**src/rtl/vga_pkg.sv**
```systemverilog
// Shared 640x480@60 raster timing constants, total-count helpers and the
// per-coordinate control bundle carried down the scanout delay line.
package vga_pkg;

    localparam int VGA_H_ACTIVE = 640;
    localparam int VGA_H_FP     = 16;
    localparam int VGA_H_SYNC   = 96;
    localparam int VGA_H_BP     = 48;

    localparam int VGA_V_ACTIVE = 480;
    localparam int VGA_V_FP     = 10;
    localparam int VGA_V_SYNC   = 2;
    localparam int VGA_V_BP     = 33;

    typedef struct packed {
        logic act;
        logic hs_n;
        logic vs_n;
    } ctrl_t;

    // Blank, both syncs deasserted: what the delay line holds out of reset.
    localparam ctrl_t CTRL_RESET = '{act: 1'b0, hs_n: 1'b1, vs_n: 1'b1};

    function automatic int h_total(input int active, input int fp, input int sync, input int bp);
        return active + fp + sync + bp;
    endfunction

    function automatic int v_total(input int active, input int fp, input int sync, input int bp);
        return active + fp + sync + bp;
    endfunction

endpackage

```
**src/rtl/vga_scanout_tick_delay.sv**
```systemverilog
// DEPTH-stage enabled shift register; also exposes the input of the last
// stage so a consumer can register something alongside it.
module tick_delay #(
    parameter int               DEPTH       = 1,
    parameter int               WIDTH       = 1,
    parameter logic [WIDTH-1:0] RESET_VALUE = '0
) (
    input  logic             clk,
    input  logic             rst,
    input  logic             en,
    input  logic [WIDTH-1:0] d,
    output logic [WIDTH-1:0] q,
    output logic [WIDTH-1:0] tap
);

    logic [WIDTH-1:0] stage [DEPTH];

    always_ff @(posedge clk or posedge rst) begin
        if (rst) begin
            for (int i = 0; i < DEPTH; i++) begin
                stage[i] <= RESET_VALUE;
            end
        end else if (en) begin
            stage[0] <= d;
            for (int i = 1; i < DEPTH; i++) begin
                stage[i] <= stage[i-1];
            end
        end
    end

    assign q = stage[DEPTH-1];

    generate
        if (DEPTH == 1) begin : g_tap_input
            assign tap = d;
        end else begin : g_tap_stage
            assign tap = stage[DEPTH-2];
        end
    endgenerate

endmodule

```
**src/rtl/vga_scanout.sv**
```systemverilog
// VGA raster counters and scanout: presents x/y to the sprite clusters, samples
// the returned pixel and drives registered RGB444 plus active-low syncs.
module vga_scanout
    import vga_pkg::*;
#(
    parameter int DATA_WIDTH  = 32,
    parameter int COLOR_WIDTH = 12,
    parameter int CLK_DIV     = 4,
    parameter int PIPE_DEPTH  = 1,
    parameter int H_ACTIVE    = VGA_H_ACTIVE,
    parameter int H_FP        = VGA_H_FP,
    parameter int H_SYNC      = VGA_H_SYNC,
    parameter int H_BP        = VGA_H_BP,
    parameter int V_ACTIVE    = VGA_V_ACTIVE,
    parameter int V_FP        = VGA_V_FP,
    parameter int V_SYNC      = VGA_V_SYNC,
    parameter int V_BP        = VGA_V_BP
) (
    input  logic                   clk,
    input  logic                   rst,
    output logic [DATA_WIDTH-1:0]  x,
    output logic [DATA_WIDTH-1:0]  y,
    input  logic [COLOR_WIDTH-1:0] pixel,
    output logic [3:0]             vga_r,
    output logic [3:0]             vga_g,
    output logic [3:0]             vga_b,
    output logic                   hsync,
    output logic                   vsync,
    output logic                   frame_start
);

    localparam int H_TOTAL = h_total(H_ACTIVE, H_FP, H_SYNC, H_BP);
    localparam int V_TOTAL = v_total(V_ACTIVE, V_FP, V_SYNC, V_BP);
    localparam int HW      = $clog2(H_TOTAL);
    localparam int VW      = $clog2(V_TOTAL);
    localparam int DW      = $clog2(CLK_DIV);

    logic [DW-1:0] div;
    logic [HW-1:0] h;
    logic [VW-1:0] v;
    logic [31:0]   h32;
    logic [31:0]   v32;
    logic          tick;
    logic          h_last;
    logic          v_last;
    ctrl_t         cur;
    ctrl_t         tap;
    ctrl_t         del;
    logic          unused_ctrl;

    assign tick   = (div == DW'(CLK_DIV - 1));
    assign h_last = (h == HW'(H_TOTAL - 1));
    assign v_last = (v == VW'(V_TOTAL - 1));

    always_ff @(posedge clk or posedge rst) begin
        if (rst) begin
            div <= '0;
        end else if (tick) begin
            div <= '0;
        end else begin
            div <= div + DW'(1);
        end
    end

    // h and v move on the same tick edge, so y never shows a half-updated line.
    always_ff @(posedge clk or posedge rst) begin
        if (rst) begin
            h <= '0;
            v <= '0;
        end else if (tick) begin
            if (h_last) begin
                h <= '0;
                v <= v_last ? '0 : v + VW'(1);
            end else begin
                h <= h + HW'(1);
            end
        end
    end

    assign x   = DATA_WIDTH'(h);
    assign y   = DATA_WIDTH'(v);
    assign h32 = 32'(h);
    assign v32 = 32'(v);

    always_comb begin
        cur      = CTRL_RESET;
        cur.act  = (h32 < H_ACTIVE) && (v32 < V_ACTIVE);
        cur.hs_n = !((h32 >= H_ACTIVE + H_FP) && (h32 < H_ACTIVE + H_FP + H_SYNC));
        cur.vs_n = !((v32 >= V_ACTIVE + V_FP) && (v32 < V_ACTIVE + V_FP + V_SYNC));
    end

    tick_delay #(
        .DEPTH       (PIPE_DEPTH),
        .WIDTH       ($bits(ctrl_t)),
        .RESET_VALUE (CTRL_RESET)
    ) u_ctrl_delay (
        .clk (clk),
        .rst (rst),
        .en  (tick),
        .d   (cur),
        .q   (del),
        .tap (tap)
    );

    assign hsync = del.hs_n;
    assign vsync = del.vs_n;

    // The colour sampled at a tick belongs to the coordinate whose control
    // bits are about to enter the last delay stage, hence gating by tap.act.
    always_ff @(posedge clk or posedge rst) begin
        if (rst) begin
            vga_r       <= '0;
            vga_g       <= '0;
            vga_b       <= '0;
            frame_start <= 1'b0;
        end else begin
            frame_start <= tick && h_last && v_last;
            if (tick) begin
                vga_r <= tap.act ? pixel[11:8] : 4'h0;
                vga_g <= tap.act ? pixel[7:4]  : 4'h0;
                vga_b <= tap.act ? pixel[3:0]  : 4'h0;
            end
        end
    end

    assign unused_ctrl = &{1'b0, tap.hs_n, tap.vs_n, del.act};

endmodule

```
**config.mk**
```make
export PLATFORM = sky130hd
export DESIGN_NAME = vga_scanout
export DESIGN_NICKNAME = d
export VERILOG_FILES = /design/src/rtl/vga_pkg.sv /design/src/rtl/vga_scanout_tick_delay.sv /design/src/rtl/vga_scanout.sv
export SDC_FILE = /design/constraint.sdc
export NUM_CORES = 1
export LEC_CHECK = 0
export CAP_MARGIN = 5
export CORE_ASPECT_RATIO = 0.9
export CORE_UTILIZATION = 43
export CTS_BUF_LIST = sky130_fd_sc_hd__clkbuf_4 sky130_fd_sc_hd__clkbuf_8
export CTS_CLUSTER_DIAMETER = 30
export DETAILED_ROUTE_END_ITERATION = 6
export GPL_TIMING_DRIVEN = 0
export PLACE_DENSITY = 0.86
export SYNTH_ARGS = -nofsm -noshare
export SYNTH_HDL_FRONTEND = slang
export SYNTH_SLANG_ARGS = --single-unit
```
**constraint.sdc**
```tcl
create_clock -name clk -period 2.3 [get_ports clk]
set_clock_uncertainty 0.2 [all_clocks]
set_input_delay 0.345 -clock clk [delete_from_list [all_inputs] [get_ports clk]]
set_output_delay 0.345 -clock clk [all_outputs]
set_load 0.05 [all_outputs]
```
==> results.ini, run 1 <==
[power_and_ir_drop]
ir_drop_mv=0.255
power.total_mw=1.59
power_density_nw_per_um2=553
leakage_nw=1.38

[grt]
antenna_found_initial=0
grt_max_degree=24
track_usage_pct=18.2
overflow=0
grt_pass1_vias=1484
grt_pass1_wl_um=6820

[synthesis]
synth-seq-cells=37
synth.yosys.warnings=0
synth.cell_area_um2=2020
ys_seq_area_share_pct=45.9
synth.area.top_cells=dfrtp_1, buf_4, a22o_1, xnor2_1, ha_1
synth_largest_area_cell=dfrtp_1
async_reset_ff_share_pct=100
synth.avg_cell_area_um2=10.4
ys_types=40
synth_top_area_share_pct=43.3
synth_ff_type=dfrtp_1
synthCells=194
synth_edf_count=0

[sta]
worstMarginPinSlew_ns=0.901
finalSetupTns_ns=0
slew_violations=0
hold_violations=0
setup_violations=0
timing.fmax_mhz=458
max-slew-margin-rel_pct=39.9
rsz0062_at_grt=no
final.min_clock_period_ns=2.18
min_period_over_period_pct=94.9

[layout]
design_area_um2=2880
n_antenna_cell=0
fin_util_pct=64.1
drive_gt1_share_pct=22.1
finalNetCount=312
final_common_cell=clkdlybuf4s50_1
syn2layout_area_growth_pct=42.2
final_cell_mix=clkdlybuf4s50_1, buf_4, conb_1

[clock_network]
cts_sinks=37
cts_max_level=2
cts_made_buffers=5
path_clk_slew_ns=0.07
insertion_delay_ns=0.29
hold_buffers=0
cts_tree=built
post_cts_buffers=0
cts-root-buf=clkbuf_8
max-clock-path-buffers=2
cts.repair.resized=0

[die]
initial_core_util_pct=45.1
fp.coreArea_um2=4490
die_h_um=67.1
die_w_um=74.3
rows=23
die-area_um2=4990
io_pins=93

[outcome]
status=finished clean

[routing]
ant_nets=0
wirelength_um=4340
vias=1635
drt_iter0_markers=86
wl_per_cell_um=12.2
via_per_inst=4.59
drc=0
dr.pass1.iters=4

[worst_setup_path]
cp.arrival_ns=1.64
required_ns=1.75
path_buf_inv=1
path_cells=clkdlybuf4s50_1
max_stage_delay_ns=0.86
critPathMaxFanout=7
cp_slowest_cell=clkdlybuf4s50_1
critPathTopFamily=buffers and inverters
worstSetupPathType=flip-flop to output pin
endpoint_kind=output pin
critPathLaunchType=flip-flop

[place]
numPortBuffers=48
gp_congestion=0.825
dp_hpwl_um=3330
place_area_um2=2760

[run]
drv_cap=0

[hold_path]
hp-class=flip-flop to flip-flop

==> final timing paths <==
path | end | slack, ns | depth (start not counted) | start
setup / recovery | x[3] | 0.12 | 1 | h[3]
hold / removal | div[0] | 0.24 | 1 | div[0]
setup reg to reg | v[9] | 0.17 | 5 | h[5]
hold reg to reg | div[0] | 0.24 | 1 | div[0]
max in group asynchronous | vga_r[3] | 0.94 | 3 | rst
min in group asynchronous | vga_g[3] | 0.34 | 2 | rst
==> flip-flops by register name, summed over array words and instances, names as in the netlist <==
register	cells
vga_g	4
frame_start	1
vga_b	4
h	10
u_ctrl_delay.q	2
div	2
v	10
vga_r	4
==> synth_stat cells, types with 3 or more instances <==
library cell,count
nand4_1,6
clkbuf_1,3
a31oi_1,3
xnor2_1,9
nand2_1,7
a22o_1,13
buf_4,44
dfrtp_1,35
xor2_1,3
nor3_1,3
nor2_1,12
o21ai_1,3
nand3_1,7
o21ai_0,3
ha_1,5
inv_1,9
==> where the power goes <==
| group | internal [mW] | switching (mW) | total, mW |
|---|---|---|---|
| combinational | 0.0995 | 0.229 | 0.329 |
| sequential | 0.661 | 0.00607 | 0.667 |
| clock | 0.365 | 0.229 | 0.595 |
| total | 1.13 | 0.465 | 1.59 |
==> metal layers <==
metal | routed length, um | GRT usage [%]
met5 | 0 | 0
met4 | 51 | 5.66
met3 | 340 | 5.30
met2 | 2110 | 31.6
met1 | 1840 | 21.6
==> per-stage QoR <==
step                      hold slack, ns  instances  worst slack [ns]
after floorplan                    0.203        237            0.0912
after global placement             0.216        347             0.147
after detailed placement           0.229        348             0.202
after CTS                          0.240        356             0.106
after global routing               0.302        356            0.0521
final                              0.243        356             0.117
==> cell families (layout without fill, tap and decap cells) <==
family                     Yosys count  count (layout)  synth area share (%)
buffers and inverters               58             115                  19.3
and+or+nand+nor                     51              51                  14.8
DFF                                 37              37                  45.9
AOI/OAI and AO/OA                   28              28                  10.4
xor gates and xnor gates            12              12                  5.19
adders and majority gates            5               5                  3.09
muxes                                2               2                  1.05
other                                1              44                 0.185
==> cell type report <==
class / instances / area (um2)
timing repair buffer: 49 / 495
sequential: 37 / 928
inverter: 9 / 33.8
clock buffer: 7 / 90.1
clock inverter: 1 / 30.0
tap: 62 / 77.6
buffer: 49 / 358
fill: 396 / 1610
multi-input combinational: 142 / 866
Note: power is estimated with default switching activity, not from simulation.
==> run 2, diff against run 1 <==
Settings changed: CORE_UTILIZATION 43 to 46, CTS_CLUSTER_DIAMETER 30 to unset, PLACE_DENSITY 0.86 to 0.91.
Clock period 2.3 ns to 2.7 ns, I/O delays scaled along.
==> run 2 against run 1 <==
Effect of this change:
- combinational power shrank 14%
- wire length shrank 7.4%
- critical endpoint is now x[4]
- final area shrank 0.30%
- total power shrank 20%
- largest cell class unchanged
- clock power shrank 30%
- sequential power shrank 15%
- non-clock buffer count is the same
==> results.ini, run 2 (synthesis results as in run 1) <==
[outcome]
status=finished clean

[worst_setup_path]
reg2reg_depth=5  ; unchanged
cp.arrival_ns=1.65  ; about the same
required_ns=2.10  ; +0.35 ns
rrSetupSlack_ns=0.64  ; +0.47 ns
r2r-end=v[4]
path_cells=clkdlybuf4s50_1
critPathMaxFanout=8  ; +1
reg2reg_from=h[5]
path_buf_inv=1  ; unchanged
worstSetupPathType=flip-flop to output pin
critPathLaunchType=flip-flop
endpoint_kind=output pin
max_stage_delay_ns=0.86  ; about the same
critPathTopFamily=buffers and inverters
cp_slowest_cell=clkdlybuf4s50_1

[clock_network]
cts_made_buffers=5  ; unchanged
post_cts_buffers=0  ; unchanged
insertion_delay_ns=0.29  ; about the same
cts-root-buf=clkbuf_8
max-clock-path-buffers=2  ; unchanged
cts_tree=built
cts.repair.resized=0  ; unchanged
path_clk_slew_ns=0.07  ; about the same
cts_sinks=37  ; unchanged
hold_buffers=0  ; unchanged
cts_max_level=2  ; unchanged

[layout]
final.fill_count=321  ; -19%
reg_top3=h: 10 flops, v: 10 flops
drive_gt1_share_pct=22.1  ; unchanged
n_antenna_cell=0  ; unchanged
finalNetCount=312  ; unchanged
syn2layout_area_growth_pct=41.8
final-seq-area_um2=928  ; unchanged
fin_util_pct=69.1  ; +4.9 points
final_cell_mix=clkdlybuf4s50_1, buf_4, conb_1
final_common_cell=clkdlybuf4s50_1
multi_input_area_um2=866  ; unchanged

[sta]
max-slew-margin-rel_pct=51.5  ; +12 points
final.min_clock_period_ns=2.25
slew_violations=0  ; unchanged
finalSetupTns_ns=0  ; unchanged
rsz0062_at_grt=no
hold_violations=0  ; unchanged
worstMarginPinSlew_ns=0.727  ; -0.174 ns
setup_violations=0  ; unchanged
min_period_over_period_pct=83.5
timing.fmax_mhz=444

[grt]
overflow=0  ; unchanged
antenna_found_initial=0  ; unchanged
grt_max_degree=21  ; -13%
grt_pass1_wl_um=6890  ; +1.0%
track_usage_pct=19.2  ; +0.98 points
grt_pass1_vias=1517  ; +2.2%

[hold_path]
worstHoldStart=div[0]
hold_path_end=div[0]
holdPathStages=1  ; unchanged
hp-class=flip-flop to flip-flop

[routing]
drc=0  ; unchanged
ant_nets=0  ; unchanged
vias=1605  ; -1.8%
drt_iter0_markers=65  ; -24%
wirelength_um=4020  ; -7.4%
via_per_inst=4.53  ; -1.3%
dr.pass1.iters=4  ; unchanged
wl_per_cell_um=11.4  ; -6.8%

[die]
die-area_um2=4670  ; -6.3%
fp.coreArea_um2=4160  ; -7.4%
rows=22  ; -4.3%
initial_core_util_pct=48.7  ; +3.6 points
die_w_um=71.9  ; -3.2%
io_pins=93  ; unchanged
die_h_um=64.9  ; -3.2%

[power_and_ir_drop]
leakage_nw=1.38  ; -0.17%
power_density_nw_per_um2=442  ; -20%
ir_drop_mv=0.207  ; -19%

[run]
drv_cap=0  ; unchanged

[place]
dp_hpwl_um=3130  ; -6.0%
gp_congestion=0.822  ; -0.35%
numPortBuffers=48  ; unchanged

## run 2: cell count changes in the layout (fill, tap and decap cells not counted), sizes merged
| cell | change |
|---|---|
| bufinv | -1 |
| clkinv | +1 |
## run 2: worst max-delay path by stage
stage	to	slack, ns	cells past startpoint	start
floorplan	v[0]	0.49	5	h[1]
global placement	v[0]	0.52	2	rst
detailed placement	v[4]	0.67	5	h[5]
CTS	x[4]	0.45	1	h[4]
global route	x[4]	0.40	1	h[4]
finish	x[4]	0.45	1	h[4]
## run 2: where the power goes
part / total (mW) / internal, mW / switching [mW]
combinational: 0.282 / 0.0868 / 0.195
sequential: 0.568 / 0.563 / 0.00455
clock: 0.419 / 0.231 / 0.188
total: 1.27 / 0.881 / 0.388
## run 2: cell type report
| type | instances | area share (%) |
|---|---|---|
| plain buffers | 49 | 12.5 |
| clock buffers | 7 | 3.36 |
| clock inverters | 1 | 0.174 |
| inverters | 9 | 1.18 |
| multi-input cells | 142 | 30.2 |
| flip-flops and latches | 37 | 32.3 |
| well taps | 60 | 2.62 |
| repair buffers | 49 | 17.7 |
## run 2: worst reg2reg max path: cells and delay by family, from the launching register on
| family | cells | cell delay (ns) |
|---|---|---|
| flip-flops | 1 | 0.45 |
| AO/OA/AOI/OAI | 2 | 0.31 |
| buffers and inverters | 1 | 0.16 |
| AND/OR/NAND/NOR | 2 | 0.81 |
## run 2: per-stage QoR
stage | setup slack [ns] | instance area, um2 | power (mW) | cells | hold WS (ns)
finish | 0.446 | 2870 | 1.27 | 354 | 0.251
CTS | 0.455 | 2870 | 1.28 | 354 | 0.254
global route | 0.398 | 2870 | 1.32 | 354 | 0.270
floorplan | 0.491 | 2190 | 0.811 | 237 | 0.203
detailed placement | 0.667 | 2770 | 0.858 | 346 | 0.243
global placement | 0.516 | 2740 | 0.851 | 345 | 0.217
## run 2: metal layers
metal / global-route usage, % / part of all wire (%)
met1: 23.1 / 42
met2: 31.6 / 48
met3: 7.47 / 9.5
met4: 6.13 / 0.57
met5: 0 / 0
==> run 3, diff against run 2 <==
Settings changed: CORE_UTILIZATION 46 to 43, PLACE_DENSITY 0.91 to 0.86.
Clock period 2.7 ns to 2.2 ns, I/O delays scaled along.
==> run 3 against run 2 <==
Effect of this change:
- first-iteration DRC count is 42% higher
- final cell count increased by 0.56%
- via count decreased by 0.87%
- critical path type unchanged
- wire length is 4.3% higher
- critical path depth stayed put
- die area up 6.8%
- clock power grew 40%
- utilization shrank 4.4 points
- highest routed layer unchanged
- sequential share of layout area decreased by 0.26 points
- largest power group unchanged
- setup slack worse by 0.40 ns
==> results.ini, run 3 (synthesis results as in run 1) <==
[sta]
final.min_clock_period_ns=2.15
slew_violations=0  ; unchanged
hold_violations=0  ; unchanged
rsz0062_at_grt=no
worstMarginPinSlew_ns=0.801  ; +0.0742 ns
min_period_over_period_pct=97.7
max-slew-margin-rel_pct=46.5  ; -5.0 points
timing.fmax_mhz=465
finalSetupTns_ns=0  ; unchanged
setup_violations=0  ; unchanged

[layout]
reg_top3=h: 10 flops, v: 10 flops
design_area_um2=2900  ; +1.1%
syn2layout_area_growth_pct=43.3
final_cell_mix=buf_4, conb_1, clkdlybuf4s50_1
finalNetCount=312  ; unchanged
fin_util_pct=64.6  ; -4.4 points
drive_gt1_share_pct=22.8  ; +0.68 points
n_antenna_cell=0  ; unchanged
final_cells=356  ; +0.56%

[worst_setup_path]
cp_slowest_cell=clkdlybuf4s50_1
path_buf_inv=1  ; unchanged
reg2reg_from=h[5]
cp.arrival_ns=1.62  ; -0.03 ns
critPathTopFamily=buffers and inverters
critPathMaxFanout=2  ; -6
rrSetupSlack_ns=0.09  ; -0.55 ns
max_stage_delay_ns=0.80  ; -0.06 ns
worstSetupPathType=flip-flop to output pin
required_ns=1.67  ; -0.43 ns
path_cells=clkdlybuf4s50_1
r2r-end=v[9]
reg2reg_depth=5  ; unchanged
critPathLaunchType=flip-flop
endpoint_kind=output pin

[power_and_ir_drop]
power_density_nw_per_um2=561  ; +27%
power.total_mw=1.63  ; +28%
leakage_nw=1.43  ; +3.8%
ir_drop_mv=0.241  ; +16%

[die]
die_h_um=67.1  ; +3.3%
initial_core_util_pct=45.1  ; -3.6 points
die-area_um2=4990  ; +6.8%
io_pins=93  ; unchanged
die_w_um=74.3  ; +3.3%
rows=23  ; +4.5%
fp.coreArea_um2=4490  ; +8.0%

[place]
numPortBuffers=48  ; unchanged
numPlacedInstances=348  ; +0.58%
dp_hpwl_um=3160  ; +1.0%
place_area_um2=2770  ; +0.18%
gp_congestion=0.818  ; -0.50%

[routing]
wl_per_cell_um=11.8  ; +3.7%
wirelength_um=4200  ; +4.3%
drc=0  ; unchanged
ant_nets=0  ; unchanged
drt_iter0_markers=92  ; +42%
dr.pass1.iters=4  ; unchanged
vias=1591  ; -0.87%
via_per_inst=4.47  ; -1.4%

[hold_path]
worstHoldStart=div[0]
hold_path_end=div[0]
hp-class=flip-flop to flip-flop
holdPathStages=1  ; unchanged

[clock_network]
cts_sinks=37  ; unchanged
max-clock-path-buffers=2  ; unchanged
cts-root-buf=clkbuf_8
path_clk_slew_ns=0.08  ; about the same
insertion_delay_ns=0.29  ; about the same
cts_max_level=2  ; unchanged
cts_made_buffers=5  ; unchanged
hold_buffers=0  ; unchanged
cts_tree=built

[grt]
grt_pass1_wl_um=6490  ; -5.8%
grt_pass1_vias=1437  ; -5.3%
grt_use_met1_pct=20.4  ; -2.7 points
grt_max_degree=20  ; -4.8%
antenna_found_initial=0  ; unchanged
grt_busiest_layer=met2
overflow=0  ; unchanged
track_usage_pct=17.5  ; -1.7 points
met2_usage_pct=30.5  ; -1.1 points
use_met3_pct=5.45  ; -2.0 points

[outcome]
status=finished clean

[run]
drv_cap=0  ; unchanged

## run 3: per-stage QoR
stage                     setup WS [ns]  hold slack (ns)
after floorplan                  0.0538            0.203
after global placement          -0.0456            0.218
after detailed placement          0.150            0.236
after CTS                        0.0212            0.240
after global routing            0.00527            0.272
final                            0.0510            0.239
## run 3: worst max path at each step
stage / startpoint / endpoint / slack, ns / depth (start not counted)
global placement: rst / h[0] / -0.05 / 2
global route: v[4] / y[4] / 0.005 / 1
CTS: h[3] / x[3] / 0.02 / 1
floorplan: h[5] / v[0] / 0.05 / 4
detailed placement: h[5] / v[9] / 0.15 / 5
finish: u_ctrl_delay.q[1] / hsync / 0.05 / 1
## run 3: timing repair
action / in CTS / in global routing
setup buffers: 0 / 0
setup endpoints to repair: 0 / 5
resized for setup: 0 / 5
## run 3: power breakdown
group | internal [mW] | total (mW) | leakage, nW | switching [mW]
clock | 0.339 | 0.586 | 0.0543 | 0.247
combinational | 0.106 | 0.345 | 0.910 | 0.239
sequential | 0.691 | 0.697 | 0.464 | 0.00579
## run 3: routing by layer
metal | wire length (um) | share of wire (%)
met5 | 0 | 0
met3 | 349 | 8.3
met4 | 25 | 0.60
met1 | 1770 | 42
met2 | 2060 | 49
## run 3: cell type report
type | instances | area (um2)
clock buffer | 5 | 68.8
timing repair buffer | 49 | 520
multi-input combinational | 142 | 866
sequential | 37 | 931
clock inverter | 3 | 46.3
inverter | 9 | 33.8
fill | 375 | 1590
tap | 62 | 77.6
buffer | 49 | 358
